**src/rtl/fifo_pkg.sv**
```systemverilog
// Shared sizing helpers and the read-mode type for the single-clock FIFO family.
package fifo_pkg;

   typedef enum logic {FIFO_STD, FIFO_FWFT} fifo_mode_e;

   function automatic int fifo_depth(input int addr_width);
      return 1 << addr_width;
   endfunction

   // Pointers and the occupancy count carry one extra bit so DEPTH itself is representable.
   function automatic int fifo_cnt_width(input int addr_width);
      return addr_width + 1;
   endfunction

endpackage

```
**src/rtl/sync_fifo_mem.sv**
```systemverilog
// FIFO storage: register array with one synchronous write port and one asynchronous read port.
module sync_fifo_mem
   import fifo_pkg::*;
#(
   parameter int DATA_WIDTH = 32,
   parameter int ADDR_WIDTH = 4
) (
   input  logic                  clk,
   input  logic                  we,
   input  logic [ADDR_WIDTH-1:0] waddr,
   input  logic [DATA_WIDTH-1:0] wdata,
   input  logic [ADDR_WIDTH-1:0] raddr,
   output logic [DATA_WIDTH-1:0] rdata
);

   localparam int DEPTH = fifo_depth(ADDR_WIDTH);

   logic [DATA_WIDTH-1:0] mem_q [DEPTH];

   always_ff @(posedge clk) begin
      if (we) begin
         mem_q[waddr] <= wdata;
      end
   end

   assign rdata = mem_q[raddr];

endmodule

```
**src/rtl/sync_fifo_fwft.sv**
```systemverilog
// Single-clock FIFO with selectable standard / first-word-fall-through read, threshold flags,
// occupancy count, synchronous flush and sticky overflow/underflow flags.
module sync_fifo_fwft
   import fifo_pkg::*;
#(
   parameter int DATA_WIDTH = 32,
   parameter int ADDR_WIDTH = 4,
   parameter int FWFT       = 0,
   parameter int AF_LEVEL   = (1 << ADDR_WIDTH) - 2,
   parameter int AE_LEVEL   = 2
) (
   input  logic                  clk,
   input  logic                  rst,
   input  logic                  flush,
   input  logic                  wr_en,
   input  logic [DATA_WIDTH-1:0] din,
   input  logic                  rd_en,
   output logic [DATA_WIDTH-1:0] dout,
   output logic                  full,
   output logic                  empty,
   output logic                  almost_full,
   output logic                  almost_empty,
   output logic [ADDR_WIDTH:0]   count,
   output logic                  overflow,
   output logic                  underflow,
   input  logic                  err_clr
);

   localparam int         DEPTH = fifo_depth(ADDR_WIDTH);
   localparam int         PW    = fifo_cnt_width(ADDR_WIDTH);
   localparam fifo_mode_e MODE  = (FWFT != 0) ? FIFO_FWFT : FIFO_STD;
   localparam logic [PW-1:0] AF_L = PW'(AF_LEVEL);
   localparam logic [PW-1:0] AE_L = PW'(AE_LEVEL);

   if (AF_LEVEL < 1 || AF_LEVEL > DEPTH) begin : g_af_range
      $fatal(1, "sync_fifo_fwft: AF_LEVEL out of range 1..DEPTH");
   end
   if (AE_LEVEL < 0 || AE_LEVEL > DEPTH - 1) begin : g_ae_range
      $fatal(1, "sync_fifo_fwft: AE_LEVEL out of range 0..DEPTH-1");
   end

   logic [PW-1:0]         wr_ptr_q, wr_ptr_d;
   logic [PW-1:0]         rd_ptr_q, rd_ptr_d;
   logic [DATA_WIDTH-1:0] dout_q, dout_d;
   logic                  overflow_q, overflow_d;
   logic                  underflow_q, underflow_d;
   logic [DATA_WIDTH-1:0] mem_rdata;
   logic                  wr_fire, rd_fire;

   // Handshake: wr_en/rd_en are requests; a word transfers only at an edge where the request is
   // high, flush is low and the registered full (write) / empty (read) flag is low. A request
   // against full/empty is dropped and raises the matching sticky flag; flush drops both silently.
   assign full  = (wr_ptr_q[PW-1] != rd_ptr_q[PW-1]) &&
                  (wr_ptr_q[ADDR_WIDTH-1:0] == rd_ptr_q[ADDR_WIDTH-1:0]);
   assign empty = (wr_ptr_q == rd_ptr_q);
   assign count = wr_ptr_q - rd_ptr_q;
   assign almost_full  = (count >= AF_L);
   assign almost_empty = (count <= AE_L);
   assign overflow  = overflow_q;
   assign underflow = underflow_q;

   assign wr_fire = wr_en && !full  && !flush;
   assign rd_fire = rd_en && !empty && !flush;

   always_comb begin
      wr_ptr_d    = wr_ptr_q;
      rd_ptr_d    = rd_ptr_q;
      dout_d      = dout_q;
      // A fresh error in the same cycle as err_clr leaves the flag set.
      overflow_d  = (wr_en && full  && !flush) || (overflow_q  && !err_clr);
      underflow_d = (rd_en && empty && !flush) || (underflow_q && !err_clr);
      if (flush) begin
         wr_ptr_d = '0;
         rd_ptr_d = '0;
      end else begin
         if (wr_fire) wr_ptr_d = wr_ptr_q + PW'(1);
         if (rd_fire) begin
            rd_ptr_d = rd_ptr_q + PW'(1);
            dout_d   = mem_rdata;
         end
      end
   end

   always_ff @(posedge clk) begin
      if (rst) begin
         wr_ptr_q    <= '0;
         rd_ptr_q    <= '0;
         dout_q      <= '0;
         overflow_q  <= 1'b0;
         underflow_q <= 1'b0;
      end else begin
         wr_ptr_q    <= wr_ptr_d;
         rd_ptr_q    <= rd_ptr_d;
         dout_q      <= dout_d;
         overflow_q  <= overflow_d;
         underflow_q <= underflow_d;
      end
   end

   // FWFT presents the head word combinationally and shows zero while empty.
   assign dout = (MODE == FIFO_FWFT) ? (empty ? '0 : mem_rdata) : dout_q;

   sync_fifo_mem #(
      .DATA_WIDTH(DATA_WIDTH),
      .ADDR_WIDTH(ADDR_WIDTH)
   ) u_mem (
      .clk  (clk),
      .we   (wr_fire),
      .waddr(wr_ptr_q[ADDR_WIDTH-1:0]),
      .wdata(din),
      .raddr(rd_ptr_q[ADDR_WIDTH-1:0]),
      .rdata(mem_rdata)
   );

endmodule

```
**config.mk**
```make
export PLATFORM = sky130hd
export DESIGN_NAME = sync_fifo_fwft
export DESIGN_NICKNAME = d
export VERILOG_FILES = /design/src/rtl/fifo_pkg.sv /design/src/rtl/sync_fifo_mem.sv /design/src/rtl/sync_fifo_fwft.sv
export SDC_FILE = /design/constraint.sdc
export NUM_CORES = 1
export LEC_CHECK = 0
export ABC_AREA = 1
export BUFFER_PORTS_ARGS = -buffer_cell sky130_fd_sc_hd__buf_2
export CAP_MARGIN = 20
export CORE_MARGIN = 3
export CORE_UTILIZATION = 65
export CTS_CLUSTER_DIAMETER = 30
export CTS_CLUSTER_SIZE = 10
export DETAILED_ROUTE_END_ITERATION = 16
export GPL_ROUTABILITY_DRIVEN = 0
export MAX_ROUTING_LAYER = met4
export PLACE_DENSITY = 0.84
export SYNTH_ARGS = -nofsm -noshare
export SYNTH_HDL_FRONTEND = slang
export SYNTH_SLANG_ARGS = --single-unit
```
**constraint.sdc**
```tcl
create_clock -name clk -period 10.9 [get_ports clk]
set_input_delay 0.545 -clock clk [delete_from_list [all_inputs] [get_ports clk]]
set_output_delay 0.545 -clock clk [all_outputs]
set_load 0.005 [all_outputs]
```
==> impl_metrics.tcl <==
set metrics [dict create \
    status "finished, final reports clean" \
    cellPowerDensity_mw_per_mm2 201.7 \
    area_growth_pct 19.32 \
    syn_area_mm2 0.02337 \
    ys_ff_latch 556 \
    path_class "flop to flop" \
    multiInputGateArea_mm2 0.005401 \
    postRouteWirelength_mm 61.21 \
    p_leak_uw 0.01156 \
    fin_skew_ps 29.05 \
    clk_latency_ps 640 \
    rows 68 \
    relSlewSlack 0.2713 \
    timing_hold_violations_final 0 \
    async_reset_ff_frac 0 \
    r2r_cells 11 \
    maxCapViolCount 0 \
    core-area_mm2 0.03497 \
    cts_num_sinks 556 \
    seq_area_mm2 0.01626 \
    fmax_ghz 0.2328 \
    synth_common_cells "628 x nand2_1, 512 x edfxtp_1, 360 x nand3_1, 338 x inv_1, 76 x a21oi_1" \
    final_util 0.7974 \
    io_pins 81 \
    cts_hold_buf 0 \
    start_util 0.6683 \
    grt_max_degree 107 \
    synth-edff-count 512 \
    syn_inst 2206 \
    cts_made_buffers 100 \
    layout.nets 2355 \
    cts.repair.resized 0 \
    cts_root_buf "clkbuf_16" \
    drtIter0Drc 2484 \
    yosysSeqAreaShare 0.6955 \
    grt_pass1_vias 17450 \
    rsz0062_at_grt "no" \
    yosys.area.top_type "edfxtp_1" \
    arrival_ps 4620 \
    die-area_mm2 0.03827 \
    finalSetupViolCount 0 \
    finalWorstPathRequiredPeriod_ps 4295 \
    drive_above_1_share 0.1350 \
    yosys_warnings 0 \
    fin_crit_sh 0.3940 \
    drt-wirelength-per-cell_um 21.49 \
    syn_area_per_cell_um2 10.59 \
    antenna_found_initial 0 \
    tns_ps 0 \
    critPathRequiredTime_ps 11220 \
    cts_setup_buffers 0 \
    syn_nets 2254 \
    worst_pin_slew_ps 1093 \
    yosysTopAreaCellShare 0.6579 \
    ys_types 30 \
    hp-class "input port to flop" \
    dp_cells 2647 \
    fp.dieW_um 195.6 \
    cts_tree "built" \
    start_kind "flop" \
    ys.flop_type "edfxtp_1" \
    drc 0 \
    dieHeight_um 195.6 \
    synth_most_common_cell "nand2_1" \
    worst_setup_path_end_kind "flop" \
    n_antenna_cell 0 \
    overflow 0 \
    clock_path_buffers 3 \
    viasPerCell 6.075 \
    clk_pin_slew_ps 50 \
    min_path_cells 2 \
    grt_pass1_wl_mm 92.20 \
    htreeDepth 3 \
    ant_nets 0 \
    drtPass1Iterations 6 \
    vias 17300 \
    ys_top_cells_by_area "edfxtp_1 66%, nand2_1 10%, nand3_1 7.7%" \
    drv_slew 0 \
    io_buffers 80 \
    grtUsageTotal 0.3177 \
    fillers 1740 \
    stdcell_count 2848 \
    dp_hpwl_mm 28.39 \
    ir_drop_v 0.0002009 \
    crit_path_max_fanout 36 \
]
## flip-flops by register name, indices dropped and copies added, names as in the netlist
signal       cells
wr_ptr_q         5
u_mem.mem_q    512
dout            32
underflow        1
rd_ptr_q         5
overflow         1
## kinds of logic (layout without fill, tap and decap cells)
logic type,after synthesis,after routing,share of synthesized area
AOI/OAI and AO/OA,114,114,0.02468
adders and majority gates,10,10,0.005675
buffers and inverters,457,644,0.07816
and+or+nand+nor,1063,1063,0.1937
xor gates and xnor gates,6,6,0.002248
DFF,556,556,0.6955
## area by class of cell
cell class / count / area share
Clock buffer: 117 / 0.09423
Tap cell: 455 / 0.02042
Timing Repair Buffer: 112 / 0.03168
Inverter: 344 / 0.04666
Clock inverter: 71 / 0.03006
Sequential cell: 556 / 0.5833
Multi-Input combinational cell: 1193 / 0.1937
## per-layer routing
metal | wire, µm | track usage | share of wire
met1 | 20780 | 0.3815 | 0.34
met2 | 31130 | 0.5274 | 0.51
met3 | 6340 | 0.05970 | 0.10
met4 | 2955 | 0.1455 | 0.048
met5 | 0 | - | 0
## metrics by stage
step	setup slack (ps)	area, µm²	hold WS [ps]	power (µW)
after detailed placement	6739	24100	458.1	2499
final	6605	27890	115.3	5624
after global placement	6928	24070	446.2	2492
after floorplan	6577	23370	453.6	2442
after global routing	6485	27890	121.3	5742
after CTS	6610	27570	106.1	5621
## where the power goes
group / total [µW] / switching (µW) / internal (µW)
clock network: 3150 / 1090 / 2060
logic: 118 / 89.0 / 29.4
registers: 2350 / 6.29 / 2340
total: 5620 / 1190 / 4440
## cells in the final DEF, fill, tap and decap left out, drive strengths merged
cell	synthesis	layout
nor3	4	4
a21oi	77	77
clkinvlp	0	13
clkinv	1	40
o21ai	36	36
bufinv	0	14
edfxtp	512	512
nor3b	1	1
xor2	6	6
nor2	51	51
nand3	361	361
ha	9	9
inv	343	348
a211oi	1	1
dfxtp	44	44
buf	72	112
nand2	646	646
clkbuf	41	117
fa	1	1
## final timing paths
kind / startpoint / endpoint / slack (ps)
min: rst / underflow / 120
max reg2reg: rd_ptr_q[2] / u_mem.mem_q[14][11] / 6600
max: rd_ptr_q[2] / u_mem.mem_q[14][11] / 6600
min reg2reg: overflow / overflow / 460
## worst max-delay path, cell delays in order, from the launching register on
cell     delay (ps)
dfxtp_2         310
buf_4           460
inv_2           520
ha_1            550
nand2_2         120
nor2_4           50
nand2_1          90
nand2_1         340
inv_1           320
nand2_1         300
nor2_4          660
buf_16          240
Note: power is estimated with default switching activity, not from simulation.
